`src/rtl/hazard_ctrl.sv`:
```
// hazard_ctrl: central stall/flush controller for the 5-stage pipeline.
// Combines register-dependency stalls (Tuse/Tnew comparison against the E
// and M stage destinations) with a multiply/divide busy sequencer, and
// drives the PC / F/D hold enables and the D/E bubble clear.
// Optional feature: define HAZARD_CTRL_STALL_CNT_EN to add a 32-bit
// free-running stall-cycle counter output (stall_cnt).
module hazard_ctrl #(
  parameter int ADDR_W      = 5,
  parameter int MULT_CYCLES = 5,
  parameter int DIV_CYCLES  = 10,
  parameter int CNT_W       = 4
) (
  input  logic              clk,
  input  logic              reset,
  input  logic [ADDR_W-1:0] d_rs,
  input  logic [ADDR_W-1:0] d_rt,
  input  logic [1:0]        d_tuse_rs,
  input  logic [1:0]        d_tuse_rt,
  input  logic              d_md_use,
  input  logic [ADDR_W-1:0] e_wa,
  input  logic [1:0]        e_tnew,
  input  logic [ADDR_W-1:0] m_wa,
  input  logic [1:0]        m_tnew,
  input  logic              e_md_start,
  input  logic              e_md_div,
  output logic              pc_en,
  output logic              fd_en,
  output logic              de_clr,
  output logic              md_busy
`ifdef HAZARD_CTRL_STALL_CNT_EN
  ,
  output logic [31:0]       stall_cnt
`endif
);

  typedef enum logic {IDLE, BUSY} state_t;

  localparam logic [CNT_W-1:0] MULT_LOAD = CNT_W'(MULT_CYCLES);
  localparam logic [CNT_W-1:0] DIV_LOAD  = CNT_W'(DIV_CYCLES);
  localparam logic [CNT_W-1:0] CNT_ONE   = CNT_W'(1);

  state_t            state, state_nxt;
  logic [CNT_W-1:0]  cnt, cnt_nxt;
  logic              stall_rs, stall_rt, stall_md, stall;

  // Busy sequencer state and counter register; reset forces IDLE mid-count.
  always_ff @(posedge clk or negedge reset) begin
    if (!reset) begin
      state <= IDLE;
      cnt   <= '0;
    end else begin
      state <= state_nxt;
      cnt   <= cnt_nxt;
    end
  end

  // Next-state logic: load the latency on a start in IDLE, count down in BUSY,
  // and ignore any start that arrives while already busy.
  always_comb begin
    state_nxt = state;
    cnt_nxt   = cnt;
    case (state)
      IDLE: begin
        cnt_nxt = '0;
        if (e_md_start) begin
          cnt_nxt   = e_md_div ? DIV_LOAD : MULT_LOAD;
          state_nxt = BUSY;
        end
      end
      BUSY: begin
        if (cnt <= CNT_ONE) begin
          cnt_nxt   = '0;
          state_nxt = IDLE;
        end else begin
          cnt_nxt = cnt - CNT_ONE;
        end
      end
      default: begin
        cnt_nxt   = '0;
        state_nxt = IDLE;
      end
    endcase
  end

  // Dependency and busy stall decode; register 0 is never a real producer.
  always_comb begin
    stall_rs = (d_rs != '0) &&
               (((d_rs == e_wa) && (d_tuse_rs < e_tnew)) ||
                ((d_rs == m_wa) && (d_tuse_rs < m_tnew)));
    stall_rt = (d_rt != '0) &&
               (((d_rt == e_wa) && (d_tuse_rt < e_tnew)) ||
                ((d_rt == m_wa) && (d_tuse_rt < m_tnew)));
    md_busy  = e_md_start || (state == BUSY);
    stall_md = d_md_use && md_busy;
    stall    = stall_rs || stall_rt || stall_md;
    pc_en    = !stall;
    fd_en    = !stall;
    de_clr   = stall;
  end

`ifdef HAZARD_CTRL_STALL_CNT_EN
  // Count every clock edge on which the pipeline front end is held.
  always_ff @(posedge clk or negedge reset) begin
    if (!reset) begin
      stall_cnt <= '0;
    end else if (stall) begin
      stall_cnt <= stall_cnt + 32'd1;
    end
  end
`else
  // No stall counter in this build.
`endif

endmodule

```
`config.mk`:
```
export PLATFORM = sky130hd
export DESIGN_NAME = hazard_ctrl
export DESIGN_NICKNAME = d
export VERILOG_FILES = /design/src/rtl/hazard_ctrl.sv
export SDC_FILE = /design/constraint.sdc
export NUM_CORES = 1
export LEC_CHECK = 0
export ABC_AREA = 0
export CORE_MARGIN = 2
export CORE_UTILIZATION = 30
export DETAILED_ROUTE_END_ITERATION = 8
export PLACE_DENSITY = 0.7
export SETUP_SLACK_MARGIN = 0.15
export SYNTH_ARGS = -nofsm -noshare
export SYNTH_HDL_FRONTEND = slang
export SYNTH_SLANG_ARGS = --single-unit
```
`constraint.sdc`:
```
create_clock -name clk -period 5.2 [get_ports clk]
set_clock_uncertainty 0.2 [all_clocks]
set_input_delay 1.56 -clock clk [delete_from_list [all_inputs] [get_ports clk]]
set_output_delay 1.56 -clock clk [all_outputs]
set_load 0.01 [all_outputs]
```
==> results of run 1 <==
[sequential cells by signal, summed over array words and instances (netlist names)]
name,count
cnt,4
state,1
[layout make-up]
class                      count  area, um^2
clock buffer                   4        26.3
fill                         165         816
timing repair buffer          45         417
multi-input combinational     60         562
sequential                     5         125
inverter                       6        22.5
tap                           27        33.8
[per-stage QoR]
step                total power, W  cells  area, um^2
floorplan                 0.000156     72         643
global placement          0.000219    143        1100
detailed placement        0.000223    143        1100
CTS                       0.000268    147        1140
global route              0.000299    147        1190
finish                    0.000269    147        1190
[routing by layer]
metal,up-vias,wire [um]
met1,296,815
li1,352,-
met2,36,895
met5,-,0
met3,4,201
met4,0,53
[critical path: stages]
cell,delay (ps)
clkdlybuf4s50_1,450
inv_1,70
ha_2,200
nor4_4,290
nand4_1,160
o2bb2ai_2,160
and3_1,180
buf_2,140
[worst max-delay path by stage]
stage	endpoint	depth (start not counted)	from	slack, ps
finish	pc_en	8	e_tnew[1]	210
global route	pc_en	8	e_tnew[1]	150
CTS	de_clr	8	e_tnew[1]	160
detailed placement	pc_en	8	e_tnew[1]	-180
global placement	fd_en	8	m_tnew[1]	-180
floorplan	pc_en	7	e_tnew[1]	690
[report_power, final]
part / total, W / switching, W / leakage (nW) / internal, W
Clock: 0.0000440 / 0.0000150 / 0.0150 / 0.0000290
Combinational: 0.000151 / 0.0000679 / 0.406 / 0.0000830
Sequential: 0.0000744 / 0.0000166 / 0.0629 / 0.0000578
[logic make-up (layout without fill, tap and decap cells)]
group	count (synthesis)	in the layout
buf+inv	7	55
simple gates	21	21
flops	5	5
mux	1	1
compound gates	11	11
xor+xnor	21	21
fa+ha+maj	6	6
[what timing repair did]
item                       in CTS  in global routing
setup endpoints to repair       3                  3
buffers inserted                0                  0
pin swaps                       4                  8
hold endpoints to repair        0                  0
gates resized for setup        14                  9
[cell usage in the layout, fill, tap and decap left out, drive strengths merged]
master	count
nand4	4
a2111oi	2
o22ai	1
clkdlybuf4s50	30
nand2b	3
nand3b	1
o2bb2ai	2
or4	2
nand3	1
xnor2	11
o21ai	5
xor2	10
o31ai	1
and3	1
inv	6
nor3	1
dlymetal6s2s	2
clkbuf	5
dlygate4sd2	1
nor4	2
dfrtp	5
buf	11
nand2	4
nor2	1
ha	6
mux2i	1
or2	1
==> impl_results.md, run 1 <==
* Run status: finished clean
* Final min period at 4990 ps
* Clk root buf: clkbuf_4
* CTS tree: done
* Clock buffer depth at 2
* Core ar. at 2000 um^2
* Mux share of post-synthesis cell area at 0.0156
* Main combinational cell family by area after synthesis: XOR/XNOR gates
* Slew headroom at 0.717
* M3 GR Usage at 0.0357
* Synth Area in Compound Gates at 0.154
* GRT Residual Overflow at 0
* Initial antenna violation count at 0
* Primary FF master, synth: dfrtp_1
* Rows at 16
* DR vias at 688
* Largest net degree at the start of global routing at 6
* H-Tree Depth at 1
* Sequential area share after synthesis at 0.195
* Simple-gate share of the synthesized area at 0.187
* Die Wd at 50.3 um
* HP Class: reg2reg
* Startpoint Class: input port
* Final GP Congestion at 0.812
* F_max at 200 MHz
* Synth area leader: dfrtp_1
* Post-Route Utilization at 0.593
* Vias in the first global route at 730
* Leakage at 0.484 nW
* Die Span Y at 50.3 um
* Worst R2R Start: cnt[0]
* DRT Pass-1 Iters at 4
* Worst-path clk slew at 40 ps
* Unique masters post-synth at 25
* Worst Reg-to-Reg Cells at 5
* CTS sink cnt at 5
* Hold-fix buffers at CTS at 0
* Count of input and output buffers at 36
* Via/cell ratio at 4.68
* HPWL Detailed at 1550 um
* Asr flop ratio synth at 1.00
* Fin crit share at 0.960
* NumNets Final at 160
* Hold depth at 1
* Slew Limit Fails at 0
* Post-synthesis register bit count at 5
* Crit-path max FO at 2
* Antenna cells at 0
* DRC at 0
* Slew @ Worst Pin at 421 ps
* Worst r2r dst: cnt[0]
* Initial core utilization at 0.321
* Share of cells above drive strength 1 at 0.208
* Final Hold Viols at 0
* TritonCTS Buffers at 3
* Most common cell in the netlist: xnor2_1
* Post-synth top area share at 0.195
* Peak supply drop at 0.183 mV
* Cell Area, Synth at 643 um^2
* Area delta synth->final at 84.4%
* Clock Latency Late Sink at 240 ps
* Xor/xnor share of the synthesized area at 0.286
* Adder-cell share of the synthesized area at 0.117
* Post-synth EDFFs at 0
* Cells after Synth at 72
* Ports at 37
* Synth Area per Inst at 8.93 um^2
* Net count after synthesis at 111
* Reg2Reg Setup Slack at 3620 ps
* DIE AREA at 2530 um^2
* Busiest grt layer: met2
* Yosys warnings at 0
* Detail Route Antenna Nets at 0
* Setup crit end kind: output pin
* Pwr/cell area at 227 nW/um^2
* Crit path required time at 3440 ps
* Synth area leaders: dfrtp_1, xnor2_1, xor2_1
* Hold endpoint: cnt[0]
* Final WS setup at 206 ps
* GRT Overall Usage at 0.166
* Setup violations, final at 0
* Min-delay src: cnt[0]
* Hold Worst Slack at 332 ps
* CP Data Arrival Time at 3230 ps
* Grt met1 use at 0.197
* Crit Path Category: in2out
* RSZ-0062 raised after global routing: no
* Wire length per cell at 13.4 um
* WL final at 1970 um
* 1st-iter DRT viols at 14
* Max cap viols at 0
* TNS Setup at 0 ps
* Met2 Resource Use GR at 0.281
* Most frequent cells after synthesis: xnor2_1, xor2_1, ha_1, inv_1, dfrtp_1
* Dpl ws at -179 ps
* First-pass GRT wire length at 3190 um
Note: power is estimated with default switching activity, not from simulation.
==> run 2, diff against run 1 <==
- SETUP_SLACK_MARGIN: 0.15 -> 0.05
==> impl_results.md, run 2 (same netlist as run 1, synthesis figures left out) <==
* CP Data Arrival Time at 3250 ps (+20 ps)
* Largest net degree at the start of global routing at 6 (unchanged)
* Peak supply drop at 0.183 mV (about the same)
* Crit path required time at 3440 ps (about the same)
* Slew headroom at 0.717 (about the same)
* Final min period at 5010 ps (+15.2 ps)
* DP Area at 1100 um^2 (unchanged)
* TritonCTS Buffers at 3 (unchanged)
* Detail Route Antenna Nets at 0 (unchanged)
* Most frequent cells in the layout: clkdlybuf4s50_1, xnor2_1, xor2_1
* Die Span Y at 50.3 um (unchanged)
* NumNets Final at 160 (unchanged)
* DRT Pass-1 Iters at 4 (unchanged)
* Ports at 37 (unchanged)
* Leakage at 0.477 nW (-1.4%)
* Core ar. at 2000 um^2 (unchanged)
* Clock group share of total power at 0.163 (about the same)
* WL final at 1980 um (+0.66%)
* Clk root buf: clkbuf_4
* Finished layout cell area at 1190 um^2 (+0.11%)
* Max cap viols at 0 (unchanged)
* Run status: finished clean
* Hold-fix buffers at CTS at 0 (unchanged)
* Final GP Congestion at 0.812 (unchanged)
* CTS sink cnt at 5 (unchanged)
* GRT Residual Overflow at 0 (unchanged)
* Pwr/cell area at 227 nW/um^2 (+0.17%)
* Internal power at 0.000170 W (+0.32%)
* Share of cells above drive strength 1 at 0.200 (-0.00833)
* Commonest non-fill, non-tap cell in the layout: clkdlybuf4s50_1
* HP Class: reg2reg
* H-Tree Depth at 1 (unchanged)
* Hold depth at 1 (unchanged)
* DIE AREA at 2530 um^2 (unchanged)
* Hold endpoint: cnt[0]
* Antenna cells at 0 (unchanged)
* Worst r2r dst: cnt[0]
* Worst R2R Start: cnt[0]
* CP max-delay cell: clkdlybuf4s50_1
* Min-delay src: cnt[0]
* Die Wd at 50.3 um (unchanged)
* Largest register FFs at 4 (unchanged)
* Final Hold Viols at 0 (unchanged)
* RSZ-0062 raised after global routing: no
* Fin crit share at 0.963 (+0.00292)
* DR vias at 685 (-0.44%)
* DRC at 0 (unchanged)
* Setup violations, final at 0 (unchanged)
* Worst-path clk slew at 40 ps (about the same)
* GRT Overall Usage at 0.166 (unchanged)
* Initial antenna violation count at 0 (unchanged)
* Sw Share at 0.369 (about the same)
* Reg with most FFs: cnt
* Net Switching at 0.0000997 W (+0.20%)
* Reg2Reg Setup Slack at 3620 ps (about the same)
* Cells after DPL at 143 (unchanged)
* Slew @ Worst Pin at 421 ps (-0.00119 ps)
* 1st-iter DRT viols at 11 (-3)
* Comb pwr share at 0.562 (+0.002)
* Area delta synth->final at 84.6%
* Slew Limit Fails at 0 (unchanged)
* First-pass GRT wire length at 3190 um (unchanged)
* Flop pwr share at 0.275 (about the same)
* Rows at 16 (unchanged)
* Non-Filler Instances at 147 (unchanged)
* Initial core utilization at 0.321 (unchanged)
* Worst path max stage delay at 450 ps (about the same)
* Startpoint Class: input port
* Post-CTS Setup Inserts at 0 (unchanged)
* Via/cell ratio at 4.66 (-0.44%)
* HPWL Detailed at 1550 um (unchanged)
* Filler instances at 167 (+1.2%)
* Clock Latency Late Sink at 240 ps (about the same)
* CTS tree: done
* Top Registers: cnt x4, state x1
* Setup crit end kind: output pin
* Clock buffer depth at 2 (unchanged)
* F_max at 200 MHz (-0.30%)
* CP cell instances: clkdlybuf4s50_1 -> inv_1 -> ha_2 -> nor4_4 -> nand4_1 -> o2bb2ai_2 -> nand3_1 -> dlygate4sd2_1
* Vias in the first global route at 734 (+0.55%)
* Crit-path max FO at 2 (unchanged)
* Count of input and output buffers at 36 (unchanged)
* Wire length per cell at 13.5 um (+0.66%)
* Worst Reg-to-Reg Cells at 5 (unchanged)
* Crit Path Category: in2out
## run 2: changes by cell type in the layout (fill, tap and decap cells not counted)
cell,before,now
buf_2,2,0
clkbuf_2,1,2
clkdlybuf4s50_1,30,31
dlygate4sd2_1,1,2
dlymetal6s2s_1,2,1
## run 2: worst max-delay path, delay by kind of cell
kind / cells / cell delay, ps
buffers and inverters: 3 / 790
AND/OR/NAND/NOR: 3 / 520
adder cells (fa/ha/maj): 1 / 200
AO/OA/AOI/OAI: 1 / 160
## run 2: repair_timing
action	CTS	global route
setup endpoints to repair	3	3
gates resized for setup	7	11
pin swaps	4	8
## run 2: how the worst max path moves through the flow
| stage | startpoint | to | slack [ps] | depth (start not counted) |
|---|---|---|---|---|
| after floorplan | e_tnew[1] | pc_en | 690 | 7 |
| after global placement | m_tnew[1] | fd_en | -180 | 8 |
| after detailed placement | e_tnew[1] | pc_en | -180 | 8 |
| after CTS | e_tnew[1] | pc_en | 30 | 8 |
| after global routing | m_tnew[1] | de_clr | 90 | 8 |
| final | e_tnew[1] | de_clr | 190 | 8 |
## run 2: power by group through the flow
stage	sequential, W	combinational [W]	clock [W]
floorplan	0.0000706	0.0000851	0
global placement	0.0000737	0.000145	0
detailed placement	0.0000750	0.000148	0
CTS	0.0000748	0.000148	0.0000457
global route	0.0000774	0.000170	0.0000523
finish	0.0000744	0.000152	0.0000440
## run 2: routing by layer
layer,up-vias,global-route usage,part of all wire
met4,0,0.0811,0.011
met3,2,0.0357,0.099
met2,34,0.281,0.47
met1,296,0.197,0.42
met5,-,0,0
li1,353,-,-
## run 2: cell type report
| cell class | count | area (um^2) | area share |
|---|---|---|---|
| repair buffers | 45 | 418 | 0.352 |
| well taps | 27 | 33.8 | 0.0285 |
| flip-flops and latches | 5 | 125 | 0.105 |
| clock buffers | 4 | 26.3 | 0.0221 |
| multi-input cells | 60 | 562 | 0.473 |
| inverters | 6 | 22.5 | 0.0190 |
## run 2: metrics by stage
step | util | total power (W) | hold slack (ps) | worst slack, ps | setup TNS [ps]
4_1_cts | 0.571 | 0.000269 | 336 | 29.3 | 0
3_3_place_gp | 0.548 | 0.000219 | 310 | -177 | -500
6_report | 0.593 | 0.000270 | 332 | 191 | 0
5_1_grt | 0.593 | 0.000299 | 355 | 86.0 | 0
3_5_place_dp | 0.548 | 0.000223 | 329 | -179 | -491
2_1_floorplan | - | 0.000156 | 274 | 693 | 0
==> run 3, diff against run 2 <==
- clock period: 5.2 -> 5.35 ns (I/O delays scaled with it)
==> impl_results.md, run 3 (same netlist as run 1, synthesis figures left out) <==
* Hold-fix buffers at CTS at 0 (unchanged)
* NumNets Final at 156 (-2.5%)
* Post-Route Utilization at 0.564 (-0.0294)
* Min-delay src: cnt[0]
* Vias in the first global route at 743 (+1.2%)
* CTS tree: done
* Crit Path Category: in2out
* Final min period at 5200 ps
* Final GP Congestion at 0.814 (+0.23%)
* Most frequent cells in the layout: clkdlybuf4s50_1, xnor2_1, xor2_1
* TritonCTS Buffers at 3 (unchanged)
* CTS sink cnt at 5 (unchanged)
* Clock buffer depth at 2 (unchanged)
* CP startpoint: m_tnew[1]
* Count of input and output buffers at 36 (unchanged)
* Largest net degree at the start of global routing at 6 (unchanged)
* Clock Latency Late Sink at 240 ps (about the same)
* DRC at 0 (unchanged)
* Setup crit end kind: output pin
* DRT Pass-1 Iters at 3 (-1)
* Peak supply drop at 0.166 mV (-9.4%)
* Clk root buf: clkbuf_4
* RSZ-0062 raised after global routing: no
* Slew @ Worst Pin at 432 ps (+11.5 ps)
* Post-CTS Setup Inserts at 0 (unchanged)
* DP Area at 1070 um^2 (-2.7%)
* Hold depth at 1 (unchanged)
* Worst path max stage delay at 460 ps (about the same)
* Pwr/cell area at 227 nW/um^2 (-0.36%)
* Leakage at 0.455 nW (-4.7%)
* Commonest non-fill, non-tap cell in the layout: clkdlybuf4s50_1
* Ports at 37 (unchanged)
* Slew headroom at 0.709 (-0.00774)
* Initial antenna violation count at 0 (unchanged)
* CP Data Arrival Time at 3390 ps (+140 ps)
* Cells after DPL at 139 (-2.8%)
* Top Registers: cnt x4, state x1
* Worst R2R Start: cnt[0]
* Finished layout cell area at 1130 um^2 (-5.0%)
* 1st-iter DRT viols at 11 (unchanged)
* Worst-path clk slew at 40 ps (about the same)
* Core ar. at 2000 um^2 (unchanged)
* Sequential cell area at 125 um^2 (unchanged)
* Final Hold Viols at 0 (unchanged)
* CP cell instances: clkdlybuf4s50_1 -> inv_1 -> ha_4 -> a2111oi_4 -> nand4_1 -> o2bb2ai_2 -> nand3_1 -> dlygate4sd2_1
* Detail Route Antenna Nets at 0 (unchanged)
* Largest register FFs at 4 (unchanged)
* H-Tree Depth at 1 (unchanged)
* Max cap viols at 0 (unchanged)
* HP Class: reg2reg
* Rows at 16 (unchanged)
* HPWL Detailed at 1510 um (-2.5%)
* First-pass GRT wire length at 3100 um (-2.8%)
* DIE AREA at 2530 um^2 (unchanged)
* Antenna cells at 0 (unchanged)
* Die Span Y at 50.3 um (unchanged)
* Filler instances at 180 (+7.8%)
* GRT Residual Overflow at 0 (unchanged)
* Reg with most FFs: cnt
* DR vias at 674 (-1.6%)
* Crit path required time at 3550 ps (+110 ps)
* Wire length per cell at 12.9 um (-3.9%)
* CP max-delay cell: clkdlybuf4s50_1
* Setup violations, final at 0 (unchanged)
* Non-Filler Instances at 143 (-2.7%)
* Multi-input combinational cell area at 532 um^2 (-5.3%)
* Via/cell ratio at 4.71 (+1.1%)
* Fin crit share at 0.972
* GRT Overall Usage at 0.161 (-0.00509)
* Startpoint Class: input port
* Crit-path max FO at 2 (unchanged)
* WL final at 1850 um (-6.5%)
* Area delta synth->final at 75.5%
* Die Wd at 50.3 um (unchanged)
* Slew Limit Fails at 0 (unchanged)
* Share of cells above drive strength 1 at 0.138 (-0.0621)
* Worst Reg-to-Reg Cells at 5 (unchanged)
* F_max at 192 MHz
* Initial core utilization at 0.321 (unchanged)
* Run status: finished clean
## run 3: changes by cell type in the layout (fill, tap and decap cells not counted), sizes merged
cell / delta
buf: -4
clkdlybuf4s50: +1
dlygate4sd2: -1
## run 3: timing repair
item / 4_1_cts / 5_1_grt
pin swaps: 0 / 6
resized for setup: 4 / 8
setup endpoints to repair: 3 / 2
## run 3: worst max-delay path, delay by kind of cell
family	cells	cell delay [ps]
compound gates	2	520
buf+inv	3	790
fa+ha+maj	1	250
simple gates	2	220
## run 3: cell type report
class                      instances  share of cell area
clock buffer                       4              0.0233
inverter                           6              0.0200
multi-input combinational         60               0.471
sequential                         5               0.111
tap                               27              0.0299
timing repair buffer              41               0.345
## run 3: routing by layer
layer  vias up  global-route usage  share of wire
met1       292               0.177           0.42
met2        35               0.289           0.46
met4         0              0.0811          0.015
li1        344                   -              -
met5         -                   0              0
met3         3              0.0327           0.10
## run 3: report_power, final
part / total [W] / internal, W / leakage, nW / switching, W
logic: 0.000140 / 0.0000777 / 0.377 / 0.0000625
registers: 0.0000724 / 0.0000562 / 0.0629 / 0.0000162
clock network: 0.0000432 / 0.0000282 / 0.0150 / 0.0000150
## run 3: path summary, 6_finish.rpt
path | endpoint | slack [ps]
setup / recovery | de_clr | 150
hold / removal | cnt[0] | 330
setup reg to reg | cnt[0] | 3770
hold reg to reg | cnt[0] | 330
max in group asynchronous | cnt[1] | 3370
min in group asynchronous | cnt[2] | 1390
## run 3: per-stage QoR
step	setup TNS [ps]	power [W]	worst slack, ps	hold slack [ps]
3_3_place_gp	-317	0.000211	-116	311
5_1_grt	0	0.000278	69.0	342
4_1_cts	0	0.000259	74.0	327
2_1_floorplan	0	0.000151	753	274
6_report	0	0.000256	152	325
3_5_place_dp	-364	0.000214	-133	323
